**src/rtl/fixed_pkg.sv**
```systemverilog
// Fixed-point types shared by the divider requester slice: Q(32-F).F operands
// and the 48-bit wide dividend/quotient seen on the Divider side.
package fixed_pkg;

  localparam int unsigned FRAC_BITS_DEFAULT = 16;

  typedef logic signed [31:0] fixed_t;
  typedef logic signed [47:0] wide_t;

  localparam fixed_t FIXED_MAX = 32'sh7FFF_FFFF;
  localparam fixed_t FIXED_MIN = 32'sh8000_0000;

  typedef enum logic [1:0] {
    IDLE,
    SEND,
    WAIT,
    OUT
  } req_state_t;

  // Pre-scales the dividend so the integer quotient comes back in Q format.
  function automatic wide_t to_dividend(fixed_t a, int unsigned frac_bits);
    return wide_t'(a) <<< frac_bits;
  endfunction

endpackage

```
**src/rtl/div_requester_if.sv**
```systemverilog
// Request/result handshake plus the three AXI-Stream channels to the Divider.
// master: the requester side; slave: the environment (client + Divider).
interface div_requester_if;
  import fixed_pkg::*;

  logic   in_valid;
  logic   in_ready;
  fixed_t in_a;
  fixed_t in_b;

  logic   out_valid;
  logic   out_ready;
  fixed_t out_q;
  logic   out_div_by_zero;

  logic   m_axis_dividend_tvalid;
  logic   m_axis_dividend_tready;
  wide_t  m_axis_dividend_tdata;

  logic   m_axis_divisor_tvalid;
  logic   m_axis_divisor_tready;
  fixed_t m_axis_divisor_tdata;

  logic   s_axis_dout_tvalid;
  logic   s_axis_dout_tready;
  wide_t  s_axis_dout_tdata;

  modport master (
    input  in_valid, in_a, in_b, out_ready,
    input  m_axis_dividend_tready, m_axis_divisor_tready,
    input  s_axis_dout_tvalid, s_axis_dout_tdata,
    output in_ready, out_valid, out_q, out_div_by_zero,
    output m_axis_dividend_tvalid, m_axis_dividend_tdata,
    output m_axis_divisor_tvalid, m_axis_divisor_tdata,
    output s_axis_dout_tready
  );

  modport slave (
    output in_valid, in_a, in_b, out_ready,
    output m_axis_dividend_tready, m_axis_divisor_tready,
    output s_axis_dout_tvalid, s_axis_dout_tdata,
    input  in_ready, out_valid, out_q, out_div_by_zero,
    input  m_axis_dividend_tvalid, m_axis_dividend_tdata,
    input  m_axis_divisor_tvalid, m_axis_divisor_tdata,
    input  s_axis_dout_tready
  );

endinterface

```
**src/rtl/fixed_saturate.sv**
```systemverilog
// Clamps a signed 48-bit quotient into the signed 32-bit fixed-point range.
module fixed_saturate
  import fixed_pkg::*;
(
  input  wide_t  din,
  output fixed_t dout
);

  localparam wide_t WIDE_MAX = wide_t'(FIXED_MAX);
  localparam wide_t WIDE_MIN = wide_t'(FIXED_MIN);

  always_comb begin
    if (din > WIDE_MAX) begin
      dout = FIXED_MAX;
    end else if (din < WIDE_MIN) begin
      dout = FIXED_MIN;
    end else begin
      dout = din[31:0];
    end
  end

endmodule

```
**src/rtl/div_requester.sv**
```systemverilog
// Single-outstanding fixed-point divide requester in front of an AXI-Stream Divider.
// Define DIV_ZERO_CHECK_EN to short-circuit b==0 with a saturated result and flag.
module div_requester
  import fixed_pkg::*;
#(
  parameter int unsigned FRAC_BITS = FRAC_BITS_DEFAULT,
  parameter int unsigned MAX_WAIT  = 64
) (
  input  logic clk,
  input  logic reset,
  div_requester_if.master bus
);

  localparam int unsigned WAIT_W = $clog2(MAX_WAIT + 1);

  req_state_t        state;
  req_state_t        state_nxt;
  fixed_t            a_q;
  fixed_t            b_q;
  fixed_t            q_q;
  fixed_t            sat_q;
  logic              dvd_done;
  logic              dvs_done;
  logic [WAIT_W-1:0] wait_cnt;
  logic              zero_div;
  logic              hs_in;
  logic              hs_dvd;
  logic              hs_dvs;
  logic              hs_dout;

  fixed_saturate u_sat (
    .din  (bus.s_axis_dout_tdata),
    .dout (sat_q)
  );

`ifdef DIV_ZERO_CHECK_EN
  logic dbz_q;
  assign zero_div            = (bus.in_b == '0);
  assign bus.out_div_by_zero = dbz_q;
`else
  assign zero_div            = 1'b0;
  assign bus.out_div_by_zero = 1'b0;
`endif

  assign hs_in   = bus.in_valid & bus.in_ready;
  assign hs_dvd  = bus.m_axis_dividend_tvalid & bus.m_axis_dividend_tready;
  assign hs_dvs  = bus.m_axis_divisor_tvalid & bus.m_axis_divisor_tready;
  assign hs_dout = bus.s_axis_dout_tvalid & bus.s_axis_dout_tready;

  assign bus.m_axis_dividend_tdata = to_dividend(a_q, FRAC_BITS);
  assign bus.m_axis_divisor_tdata  = b_q;
  assign bus.out_q                 = q_q;

  always_ff @(posedge clk or posedge reset) begin
    if (reset) begin
      state <= IDLE;
    end else begin
      state <= state_nxt;
    end
  end

  // SEND leaves once both channels are done, counting a handshake happening this cycle.
  always_comb begin
    state_nxt = state;
    unique case (state)
      IDLE: if (bus.in_valid) state_nxt = zero_div ? OUT : SEND;
      SEND: if ((dvd_done || hs_dvd) && (dvs_done || hs_dvs)) state_nxt = WAIT;
      WAIT: if (bus.s_axis_dout_tvalid) state_nxt = OUT;
      OUT:  if (bus.out_ready) state_nxt = IDLE;
      default: state_nxt = IDLE;
    endcase
  end

  always_comb begin
    bus.in_ready               = 1'b0;
    bus.m_axis_dividend_tvalid = 1'b0;
    bus.m_axis_divisor_tvalid  = 1'b0;
    bus.s_axis_dout_tready     = 1'b0;
    bus.out_valid              = 1'b0;
    unique case (state)
      IDLE: bus.in_ready = 1'b1;
      SEND: begin
        bus.m_axis_dividend_tvalid = ~dvd_done;
        bus.m_axis_divisor_tvalid  = ~dvs_done;
      end
      WAIT: bus.s_axis_dout_tready = 1'b1;
      OUT:  bus.out_valid = 1'b1;
      default: ;
    endcase
  end

  always_ff @(posedge clk or posedge reset) begin
    if (reset) begin
      a_q      <= '0;
      b_q      <= '0;
      q_q      <= '0;
      dvd_done <= 1'b0;
      dvs_done <= 1'b0;
      wait_cnt <= '0;
`ifdef DIV_ZERO_CHECK_EN
      dbz_q    <= 1'b0;
`endif
    end else begin
      if (hs_in) begin
        a_q      <= bus.in_a;
        b_q      <= bus.in_b;
        dvd_done <= 1'b0;
        dvs_done <= 1'b0;
        if (zero_div) q_q <= bus.in_a[31] ? FIXED_MIN : FIXED_MAX;
`ifdef DIV_ZERO_CHECK_EN
        dbz_q    <= zero_div;
`endif
      end
      if (hs_dvd) dvd_done <= 1'b1;
      if (hs_dvs) dvs_done <= 1'b1;
      if (hs_dout) q_q <= sat_q;
      if (state == WAIT) begin
        if (wait_cnt != WAIT_W'(MAX_WAIT)) wait_cnt <= wait_cnt + 1'b1;
      end else begin
        wait_cnt <= '0;
      end
    end
  end

  // The Divider is expected to answer within MAX_WAIT cycles of entering WAIT.
  a_wait_bound: assert property (@(posedge clk) disable iff (reset)
    (state == WAIT) |-> (wait_cnt < WAIT_W'(MAX_WAIT)));

endmodule

```
**src/flat_wrapper.sv**
```systemverilog
// flat-port wrapper written by rule: the top's interface ports become plain ports
module div_requester_flat import fixed_pkg::*;
#(
  parameter int unsigned FRAC_BITS = FRAC_BITS_DEFAULT,
  parameter int unsigned MAX_WAIT  = 64
)
  (clk, reset, bus_in_valid, bus_in_a, bus_in_b, bus_out_ready, bus_m_axis_dividend_tready, bus_m_axis_divisor_tready, bus_s_axis_dout_tvalid, bus_s_axis_dout_tdata, bus_in_ready, bus_out_valid, bus_out_q, bus_out_div_by_zero, bus_m_axis_dividend_tvalid, bus_m_axis_dividend_tdata, bus_m_axis_divisor_tvalid, bus_m_axis_divisor_tdata, bus_s_axis_dout_tready);
  div_requester_if bus_i ();
  input  logic clk;
  input  logic reset;
  input wire logic [$bits(bus_i.in_valid)-1:0] bus_in_valid;
  input wire logic [$bits(bus_i.in_a)-1:0] bus_in_a;
  input wire logic [$bits(bus_i.in_b)-1:0] bus_in_b;
  input wire logic [$bits(bus_i.out_ready)-1:0] bus_out_ready;
  input wire logic [$bits(bus_i.m_axis_dividend_tready)-1:0] bus_m_axis_dividend_tready;
  input wire logic [$bits(bus_i.m_axis_divisor_tready)-1:0] bus_m_axis_divisor_tready;
  input wire logic [$bits(bus_i.s_axis_dout_tvalid)-1:0] bus_s_axis_dout_tvalid;
  input wire logic [$bits(bus_i.s_axis_dout_tdata)-1:0] bus_s_axis_dout_tdata;
  output wire logic [$bits(bus_i.in_ready)-1:0] bus_in_ready;
  output wire logic [$bits(bus_i.out_valid)-1:0] bus_out_valid;
  output wire logic [$bits(bus_i.out_q)-1:0] bus_out_q;
  output wire logic [$bits(bus_i.out_div_by_zero)-1:0] bus_out_div_by_zero;
  output wire logic [$bits(bus_i.m_axis_dividend_tvalid)-1:0] bus_m_axis_dividend_tvalid;
  output wire logic [$bits(bus_i.m_axis_dividend_tdata)-1:0] bus_m_axis_dividend_tdata;
  output wire logic [$bits(bus_i.m_axis_divisor_tvalid)-1:0] bus_m_axis_divisor_tvalid;
  output wire logic [$bits(bus_i.m_axis_divisor_tdata)-1:0] bus_m_axis_divisor_tdata;
  output wire logic [$bits(bus_i.s_axis_dout_tready)-1:0] bus_s_axis_dout_tready;
  assign bus_i.in_valid = bus_in_valid;
  assign bus_i.in_a = bus_in_a;
  assign bus_i.in_b = bus_in_b;
  assign bus_i.out_ready = bus_out_ready;
  assign bus_i.m_axis_dividend_tready = bus_m_axis_dividend_tready;
  assign bus_i.m_axis_divisor_tready = bus_m_axis_divisor_tready;
  assign bus_i.s_axis_dout_tvalid = bus_s_axis_dout_tvalid;
  assign bus_i.s_axis_dout_tdata = bus_s_axis_dout_tdata;
  assign bus_in_ready = bus_i.in_ready;
  assign bus_out_valid = bus_i.out_valid;
  assign bus_out_q = bus_i.out_q;
  assign bus_out_div_by_zero = bus_i.out_div_by_zero;
  assign bus_m_axis_dividend_tvalid = bus_i.m_axis_dividend_tvalid;
  assign bus_m_axis_dividend_tdata = bus_i.m_axis_dividend_tdata;
  assign bus_m_axis_divisor_tvalid = bus_i.m_axis_divisor_tvalid;
  assign bus_m_axis_divisor_tdata = bus_i.m_axis_divisor_tdata;
  assign bus_s_axis_dout_tready = bus_i.s_axis_dout_tready;
  div_requester #(.FRAC_BITS(FRAC_BITS), .MAX_WAIT(MAX_WAIT)) u_core (.clk(clk), .reset(reset), .bus(bus_i));
endmodule
```
**config.mk**
```make
export PLATFORM = sky130hd
export DESIGN_NAME = div_requester_flat
export DESIGN_NICKNAME = d
export VERILOG_FILES = /design/src/rtl/fixed_pkg.sv /design/src/rtl/div_requester_if.sv /design/src/rtl/fixed_saturate.sv /design/src/rtl/div_requester.sv /design/src/flat_wrapper.sv
export SDC_FILE = /design/constraint.sdc
export NUM_CORES = 1
export LEC_CHECK = 0
export ABC_CLOCK_PERIOD_IN_PS = 8400
export CAP_MARGIN = 20
export CORE_AREA = 2 2 97 108
export CTS_BUF_LIST = sky130_fd_sc_hd__clkbuf_8
export CTS_CLUSTER_SIZE = 40
export DETAILED_ROUTE_END_ITERATION = 7
export DIE_AREA = 0 0 99 110
export PLACE_DENSITY = 0.87
export SLEW_MARGIN = 5
export SYNTH_ARGS = -nofsm -noshare
export SYNTH_HDL_FRONTEND = slang
export SYNTH_SLANG_ARGS = --single-unit
export TNS_END_PERCENT = 5
```
**constraint.sdc**
```tcl
create_clock -name clk -period 8.4 [get_ports clk]
set_input_delay 1.68 -clock clk [delete_from_list [all_inputs] [get_ports clk]]
set_output_delay 1.68 -clock clk [all_outputs]
set_load 0.02 [all_outputs]
```
==> results_dict.tcl, run 1 <==
set metrics [dict create \
    hpwl_um 7801 \
    track_usage 0.1889 \
    wirelength_um 10250 \
    pre_cts_slack_ps 4534 \
    wl_per_cell_um 16.92 \
    crit_fanout 4 \
    path_cells "inv_1, ha_1, nor2b_1, clkdlybuf4s50_1" \
    worst_slew_pin_slew_ps 827.2 \
    clock_skew_ps 8.978 \
    switching_share 0.3540 \
    postRouteAntennaNets 0 \
    cts.sinks 100 \
    grt_pass1_vias 3192 \
    ios 237 \
    die_w_um 99 \
    gr-total-overflow 0 \
    seq_area_frac_synth 0.6179 \
    num_vias 3011 \
    postCtsSetupBuffers 0 \
    hold_path_end "u_core.bus.m_axis_divisor_tdata[28]" \
    hold_depth 1 \
    core-area_um2 9747 \
    grt_max_degree 67 \
    max_freq_mhz 280.0 \
    setup_viol 0 \
    multiInputGateArea_um2 1374 \
    combPwrFrac 0.524 \
    yosys_register_bits 100 \
    r2r_start "u_core.state[0]" \
    cts_max_level 3 \
    maxCapViolations 0 \
    cts_buffer_depth 2 \
    area_delta_synth_final_pct 60.61 \
    critical_path.max_stage_delay_ps 660 \
    crit_path_start_kind "flop" \
    post-route-period-util 0.4252 \
    p_int_uw 1650 \
    criticalPathCategory "reg -> out" \
    final_hold_viol_count 0 \
    numCtsBuffers 9 \
    via_per_inst 4.969 \
    cts_tree "done" \
    synth.distinct_cells 25 \
    cts_hold_buf 0 \
    gp_congestion 0.7708 \
    cp.arrival_ps 1890 \
    critPathSlowestCell "clkdlybuf4s50_1" \
    nNetsFinal 604 \
    pwr-share-clk 0.137 \
    syn_avg_cell_area_um2 15.28 \
    sequentialPowerShare 0.339 \
    initial_core_util 0.4155 \
    setup_ws_ps 4828 \
    cts-root-buf "clkbuf_8" \
    tns_ps 0 \
    fin_crit_ps 3572 \
    p_leak_uw 0.002728 \
    r2r_slack_ps 5920 \
    fillers 703 \
    dr.first_iter.drc_count 67 \
    antenna_found_initial 0 \
    min_from "u_core.bus.m_axis_divisor_tdata[28]" \
    dieArea_um2 10890 \
    vdd_drop_max_mv 0.1813 \
    r2r-end "u_core.bus.out_q[8]" \
    run_status "finished, final reports clean" \
    die_h_um 110 \
    drive_above_1_share 0.2346 \
    io_buffer_count 219 \
    ys_warn_count 0 \
    worstSetupEndpointType "output port" \
    clk_pin_slew_ps 80 \
    grt_first_pass_wirelength_um 15950 \
    worstPathRequired_ps 6720 \
    hp-class "reg -> reg" \
    finalPower_uw 2554 \
    powerDensity_nw_per_um2 392.6 \
    clock_latency_ps 360 \
    syn-cell-area_um2 4050 \
    drc 0 \
    drv_slew 0 \
    whs_ps 509.4 \
    rsz0062_at_grt "no" \
    regArea_um2 2502 \
    p_switching_uw 904.1 \
    n_antenna_cell 0 \
    final_util 0.6674 \
    synthCells 265 \
    r2r_cells 6 \
    rows 38 \
    firstDrtPassIters 5 \
    max_slew_margin 0.4485 \
    cts_resized 0 \
]
==> per-stage QoR <==
step	instances	area (um^2)
3_3_place_gp	590	6270
2_1_floorplan	281	4110
6_report	606	6505
3_5_place_dp	590	6270
5_1_grt	606	6505
4_1_cts	606	6505
==> power groups by stage <==
stage	Combinational [uW]	Sequential [uW]	Clock, uW
finish	1340	865	350
global route	1410	900	375
CTS	1360	868	359
detailed placement	1360	871	0
global placement	1320	860	0
floorplan	423	1150	0
==> per-layer routing <==
metal	part of all wire	global-route usage
met4	0.025	0.08513
met1	0.38	0.2221
met2	0.51	0.3330
met5	0	0
met3	0.080	0.04161
==> cell usage after synthesis (all sizes together) <==
cell type / number / area [um^2]
dfrtp: 100 / 2502
mux2: 66 / 743.2
a221o: 32 / 349.1
buf: 24 / 181.4
clkbuf: 9 / 33.78
inv: 7 / 26.28
ha: 4 / 50.05
nand4: 4 / 25.02
nor4: 4 / 25.02
a22o: 2 / 17.52
nand2: 2 / 10.01
nor2b: 2 / 12.51
a21oi: 1 / 16.27
and4: 1 / 8.760
conb: 1 / 3.750
mux2i: 1 / 10.01
nand2b: 1 / 6.260
nor2: 1 / 3.750
nor3: 1 / 5.000
o221ai: 1 / 8.760
or4: 1 / 11.26
==> cells in the final DEF, fill, tap and decap left out <==
master	instances
clkdlybuf4s50_1	219
dfrtp_1	100
mux2_2	66
a221o_2	23
conb_1	17
clkbuf_8	12
a221o_1	9
inv_1	6
nand4_1	4
nor4_1	4
ha_1	4
buf_4	3
nand2_2	2
nor2b_1	2
a22o_1	2
bufinv_16	2
clkinv_2	2
or4_4	1
a21oi_4	1
and4_1	1
nor3_2	1
nor2_1	1
nand2b_1	1
o221ai_1	1
mux2i_1	1
inv_4	1
==> cells by family (layout without fill, tap and decap cells) <==
logic type	after synthesis	after routing	synth area share
other cells	1	17	0.0009259
fa+ha+maj	4	4	0.01236
compound gates	36	36	0.09670
buf+inv	40	245	0.05962
simple gates	17	17	0.02656
mux	67	67	0.1860
flops	100	100	0.6179
==> layout make-up <==
type,count,share of cell area
clock buffer,12,0.02539
sequential,100,0.3847
tap,120,0.02308
clock inverter,4,0.01077
timing repair buffer,222,0.3404
multi-input combinational,141,0.2112
inverter,7,0.004424
==> state kept, by name, summed over array words and instances, names as in the netlist <==
signal and count:
u_core.a_q 32, u_core.bus.m_axis_divisor_tdata 32, u_core.bus.out_q 32, u_core.state 2, u_core.dvd_done 1, u_core.dvs_done 1
==> worst max-delay path by stage <==
stage                                       from                         end  slack, ps  depth (start not counted)
after global routing             u_core.state[1]  bus_m_axis_dividend_tvalid       4700                          4
after detailed placement  bus_s_axis_dout_tvalid        u_core.bus.out_q[20]       4530                          5
final                            u_core.state[1]   bus_m_axis_divisor_tvalid       4830                          4
after global placement    bus_s_axis_dout_tvalid        u_core.bus.out_q[21]       4600                          5
after CTS                        u_core.state[1]   bus_m_axis_divisor_tvalid       4790                          4
after floorplan                            reset               u_core.a_q[0]       4100                          1
==> worst max-delay path: cells and delay by family (launching register included) <==
family,cells,cell delay [ps]
buf+inv,2,750
fa+ha+maj,1,150
simple gates,1,220
flops,1,420
(Power assumes the default switching activity.)
==> run 2: changes to the inputs <==
--- a/config.mk
+++ b/config.mk
@@ -5,14 +5,14 @@
 export SDC_FILE = /design/constraint.sdc
 export NUM_CORES = 1
 export LEC_CHECK = 0
-export ABC_CLOCK_PERIOD_IN_PS = 8400
+export ABC_CLOCK_PERIOD_IN_PS = 3100
 export CAP_MARGIN = 20
-export CORE_AREA = 2 2 97 108
+export CORE_AREA = 2 2 106 118
 export CTS_BUF_LIST = sky130_fd_sc_hd__clkbuf_8
 export CTS_CLUSTER_SIZE = 40
 export DETAILED_ROUTE_END_ITERATION = 7
-export DIE_AREA = 0 0 99 110
-export PLACE_DENSITY = 0.87
+export DIE_AREA = 0 0 108 120
+export PLACE_DENSITY = 0.77
 export SLEW_MARGIN = 5
 export SYNTH_ARGS = -nofsm -noshare
 export SYNTH_HDL_FRONTEND = slang
==> constraint.sdc (replaced) <==
create_clock -name clk -period 3.1 [get_ports clk]
set_input_delay 0.62 -clock clk [delete_from_list [all_inputs] [get_ports clk]]
set_output_delay 0.62 -clock clk [all_outputs]
set_load 0.02 [all_outputs]
==> results_dict.tcl, run 2 (synthesized netlist as in run 1, its figures left out) <==
set metrics [dict create \
    run_status "finished, final reports clean" \
    drc 0 \
    powerDensity_nw_per_um2 1033 \
    cp.arrival_ps 1910 \
    grt_first_pass_wirelength_um 15280 \
    whs_ps 508.5 \
    ios 237 \
    core-area_um2 11820 \
    r2r_cells 6 \
    startpoint "u_core.state[1]" \
    rows 42 \
    worstSetupEndpointType "output port" \
    final_cell_mix "clkdlybuf4s50_1, dfrtp_1, mux2_2" \
    antenna_found_initial 0 \
    crit_path_start_kind "flop" \
    grt_pass1_vias 3157 \
    nNetsFinal 606 \
    cts_hold_buf 0 \
    initial_core_util 0.3425 \
    grt_max_degree 101 \
    postRouteAntennaNets 0 \
    max_freq_mhz 395.1 \
    fin_crit_ps 2531 \
    clock_skew_ps 10.18 \
    hp-class "reg -> reg" \
    gp_congestion 0.7638 \
    crit_fanout 4 \
    dr.first_iter.drc_count 127 \
    rsz0062_at_grt "no" \
    cts_resized 0 \
    maxCapViolations 0 \
    placed_area_um2 6354 \
    r2r_start "u_core.state[0]" \
    io_buffer_count 219 \
    drv_slew 0 \
    final_common_cell "clkdlybuf4s50_1" \
    criticalPathCategory "reg -> out" \
    cts_max_level 3 \
    via_per_inst 4.664 \
    setup_viol 0 \
    cts_buffer_depth 2 \
    wirelength_um 10060 \
    die_w_um 108 \
    tns_ps 0 \
    worstPathRequired_ps 2480 \
    drive_above_1_share 0.2357 \
    vdd_drop_max_mv 0.5534 \
    num_vias 2994 \
    clock_latency_ps 360 \
    final_hold_viol_count 0 \
    max_slew_margin 0.5658 \
    die_h_um 120 \
    postCtsSetupBuffers 0 \
    clk_pin_slew_ps 90 \
    wl_per_cell_um 15.67 \
    cts.sinks 100 \
    cts_tree "done" \
    area_delta_synth_final_pct 61.60 \
    final_util 0.5535 \
    final_area_um2 6545 \
    firstDrtPassIters 4 \
    dieArea_um2 12960 \
    worst_slew_pin_slew_ps 647.8 \
    numCtsBuffers 9 \
    r2r-end "u_core.bus.out_q[22]" \
    cts-root-buf "clkbuf_8" \
    n_antenna_cell 0 \
    crit_path_end "bus_m_axis_dividend_tvalid" \
    finalPower_uw 6760 \
    hpwl_um 7574 \
    r2r_slack_ps 1040 \
    post-route-period-util 0.8164 \
    track_usage 0.1503 \
    p_leak_uw 0.002718 \
    gr-total-overflow 0 \
]
run 2: worst max-delay path, cell delays in order (launching register included):
cell	delay (ps)
dfrtp_1	420
inv_1	90
ha_1	150
nor2b_1	240
clkdlybuf4s50_1	660
run 2: layer usage:
| metal | GRT usage | share of wire | up-vias |
|---|---|---|---|
| li1 | - | - | 1376 |
| met1 | 0.1818 | 0.40 | 1444 |
| met2 | 0.2531 | 0.49 | 161 |
| met3 | 0.03911 | 0.093 | 13 |
| met4 | 0.06170 | 0.018 | 0 |
| met5 | 0 | 0 | - |
run 2: how the worst min path moves through the flow:
stage / from / to / slack (ps) / cells past startpoint
6_report: u_core.bus.m_axis_divisor_tdata[10] / u_core.bus.m_axis_divisor_tdata[10] / 510 / 1
5_1_grt: u_core.a_q[16] / u_core.a_q[16] / 530 / 1
3_3_place_gp: u_core.a_q[23] / u_core.a_q[23] / 490 / 1
4_1_cts: u_core.a_q[23] / u_core.a_q[23] / 510 / 1
2_1_floorplan: u_core.dvd_done / u_core.dvd_done / 470 / 1
3_5_place_dp: u_core.a_q[18] / u_core.a_q[18] / 490 / 1
run 2: layout make-up:
type | instances | area (um^2)
Tap cell | 154 | 192.7
Fill cell | 982 | 5279
Multi-Input combinational cell | 141 | 1374
Timing Repair Buffer | 224 | 2255
Clock inverter | 7 | 67.56
Inverter | 7 | 30.03
Clock buffer | 9 | 123.9
Sequential cell | 100 | 2502
run 2: where the power goes:
group	switching, uW	internal (uW)
Combinational	1630	1990
Clock	432	370
Sequential	364	1980
Total	2420	4340
run 2: metrics by stage:
step,instances,setup WS [ps]
3_3_place_gp,626,477.0
2_1_floorplan,281,1244
4_1_cts,642,525.5
6_report,642,569.1
3_5_place_dp,626,443.2
5_1_grt,642,459.6
==> run 3: changes to the inputs <==
--- a/config.mk
+++ b/config.mk
@@ -5,14 +5,14 @@
 export SDC_FILE = /design/constraint.sdc
 export NUM_CORES = 1
 export LEC_CHECK = 0
-export ABC_CLOCK_PERIOD_IN_PS = 3100
+export ABC_CLOCK_PERIOD_IN_PS = 2400
 export CAP_MARGIN = 20
-export CORE_AREA = 2 2 106 118
+export CORE_AREA = 2 2 101 112
 export CTS_BUF_LIST = sky130_fd_sc_hd__clkbuf_8
 export CTS_CLUSTER_SIZE = 40
 export DETAILED_ROUTE_END_ITERATION = 7
-export DIE_AREA = 0 0 108 120
-export PLACE_DENSITY = 0.77
+export DIE_AREA = 0 0 103 114
+export PLACE_DENSITY = 0.81
 export SLEW_MARGIN = 5
 export SYNTH_ARGS = -nofsm -noshare
 export SYNTH_HDL_FRONTEND = slang
==> constraint.sdc (replaced) <==
create_clock -name clk -period 2.4 [get_ports clk]
set_input_delay 0.48 -clock clk [delete_from_list [all_inputs] [get_ports clk]]
set_output_delay 0.48 -clock clk [all_outputs]
set_load 0.02 [all_outputs]
==> results_dict.tcl, run 3 (synthesized netlist as in run 1, its figures left out) <==
set metrics [dict create \
    run_status "finished, final reports clean" \
    crit_fanout 4 \
    final_common_cell "clkdlybuf4s50_1" \
    hp-class "reg -> reg" \
    critPathSlowestCell "clkdlybuf4s50_1" \
    gr-total-overflow 0 \
    routed-wl-met3_um 1050 \
    max_slew_margin 0.4893 \
    post-route-period-util 0.9426 \
    clock_latency_ps 350 \
    worst_slew_pin_slew_ps 761.9 \
    drive_above_1_share 0.2377 \
    grt_first_pass_wirelength_um 15930 \
    die_w_um 103 \
    critical_path.max_stage_delay_ps 640 \
    hpwl_um 7866 \
    cts-root-buf "clkbuf_8" \
    maxCapViolations 0 \
    nNetsFinal 606 \
    via_per_inst 4.817 \
    whs_ps 508.4 \
    tns_ps 0 \
    firstDrtPassIters 4 \
    final_hold_viol_count 0 \
    cts_max_level 3 \
    r2r_slack_ps 440 \
    setup_viol 0 \
    rsz0062_at_grt "no" \
    die_h_um 114 \
    min_from "u_core.bus.m_axis_divisor_tdata[1]" \
    drt-met1-wl_um 3868 \
    path_cells "inv_1, ha_1, clkdlybuf4s50_1" \
    wl_met2_um 5227 \
    track_usage 0.1762 \
    postRouteAntennaNets 0 \
    postCtsSetupBuffers 0 \
    cts_tree "done" \
    vdd_drop_max_mv 0.8738 \
    num_vias 3059 \
    r2r_cells 6 \
    worstPathRequired_ps 1920 \
    maxUsedRoutingLayer "met4" \
    antenna_found_initial 0 \
    cts_hold_buf 0 \
    gp_congestion 0.8083 \
    n_antenna_cell 0 \
    cts_buffer_depth 2 \
    wl_per_cell_um 16.33 \
    startpoint "u_core.state[0]" \
    dieArea_um2 11740 \
    grt_max_degree 101 \
    cp_top_family "buffers and inverters" \
    clock_skew_ps 6.719 \
    rows 40 \
    clk_pin_slew_ps 90 \
    fillers 863 \
    drc 0 \
    ios 237 \
    hold_depth 1 \
    fin_crit_ps 2262 \
    max_freq_mhz 442.0 \
    timing.critical_path.buf_inv 2 \
    p_leak_uw 0.002739 \
    dr.first_iter.drc_count 68 \
    criticalPathCategory "reg -> out" \
    setup_ws_ps 137.7 \
    crit_path_start_kind "flop" \
    core-area_um2 10710 \
    worstSetupEndpointType "output port" \
    grt_pass1_vias 3199 \
    io_buffer_count 219 \
    wirelength_um 10370 \
    cts.sinks 100 \
    pre_cts_slack_ps 100.2 \
    cp.arrival_ps 1780 \
    hold_path_end "u_core.bus.m_axis_divisor_tdata[1]" \
    powerDensity_nw_per_um2 1349 \
    r2r-end "u_core.bus.out_q[16]" \
    drv_slew 0 \
    numCtsBuffers 9 \
    final_cell_mix "clkdlybuf4s50_1, dfrtp_1, mux2_2" \
    initial_core_util 0.3782 \
    r2r_start "u_core.state[0]" \
    area_delta_synth_final_pct 62.77 \
]
==> run 3: through the flow <==
step                  util  area, um^2  total power (uW)  std cells
finish              0.6155        6593              8893        635
global route        0.6155        6593              9397        635
CTS                 0.6155        6593              9000        635
detailed placement  0.5947        6370              7811        619
global placement    0.5947        6370              7679        619
floorplan                -        4114              5503        281
==> run 3: layout make-up <==
cell class	instances	area, um^2	area share
Multi-Input combinational cell	141	1374	0.2084
Sequential cell	100	2502	0.3796
Clock inverter	6	87.58	0.01329
Tap cell	147	183.9	0.02790
Clock buffer	10	137.6	0.02088
Inverter	7	30.03	0.004555
Timing Repair Buffer	224	2277	0.3454
==> run 3: report_power, final <==
part	internal (uW)	leakage, uW	switching [uW]	total [uW]
Clock	614	0.000105	557	1170
Combinational	2570	0.00145	2130	4710
Sequential	2550	0.00119	462	3020
==> run 3: worst max path at each step <==
stage	slack, ps	cells past startpoint	end
5_1_grt	10	3	bus_in_ready
6_report	140	3	bus_s_axis_dout_tready
4_1_cts	120	3	bus_s_axis_dout_tready
3_5_place_dp	100	6	u_core.bus.out_q[0]
2_1_floorplan	540	6	u_core.a_q[0]
3_3_place_gp	170	6	u_core.bus.out_q[11]
==> run 3: routing by layer <==
layer / vias to the layer above / track usage
met1: 1495 / 0.2025
met4: 0 / 0.07368
met5: - / 0
li1: 1381 / -
met3: 19 / 0.05699
met2: 164 / 0.2996
==> run 3: what timing repair did <==
item | 4_1_cts | 5_1_grt
endpoints found under the setup margin | 2 | 0
endpoints found under the hold margin | 0 | 0
gates resized for setup | 2 | 0
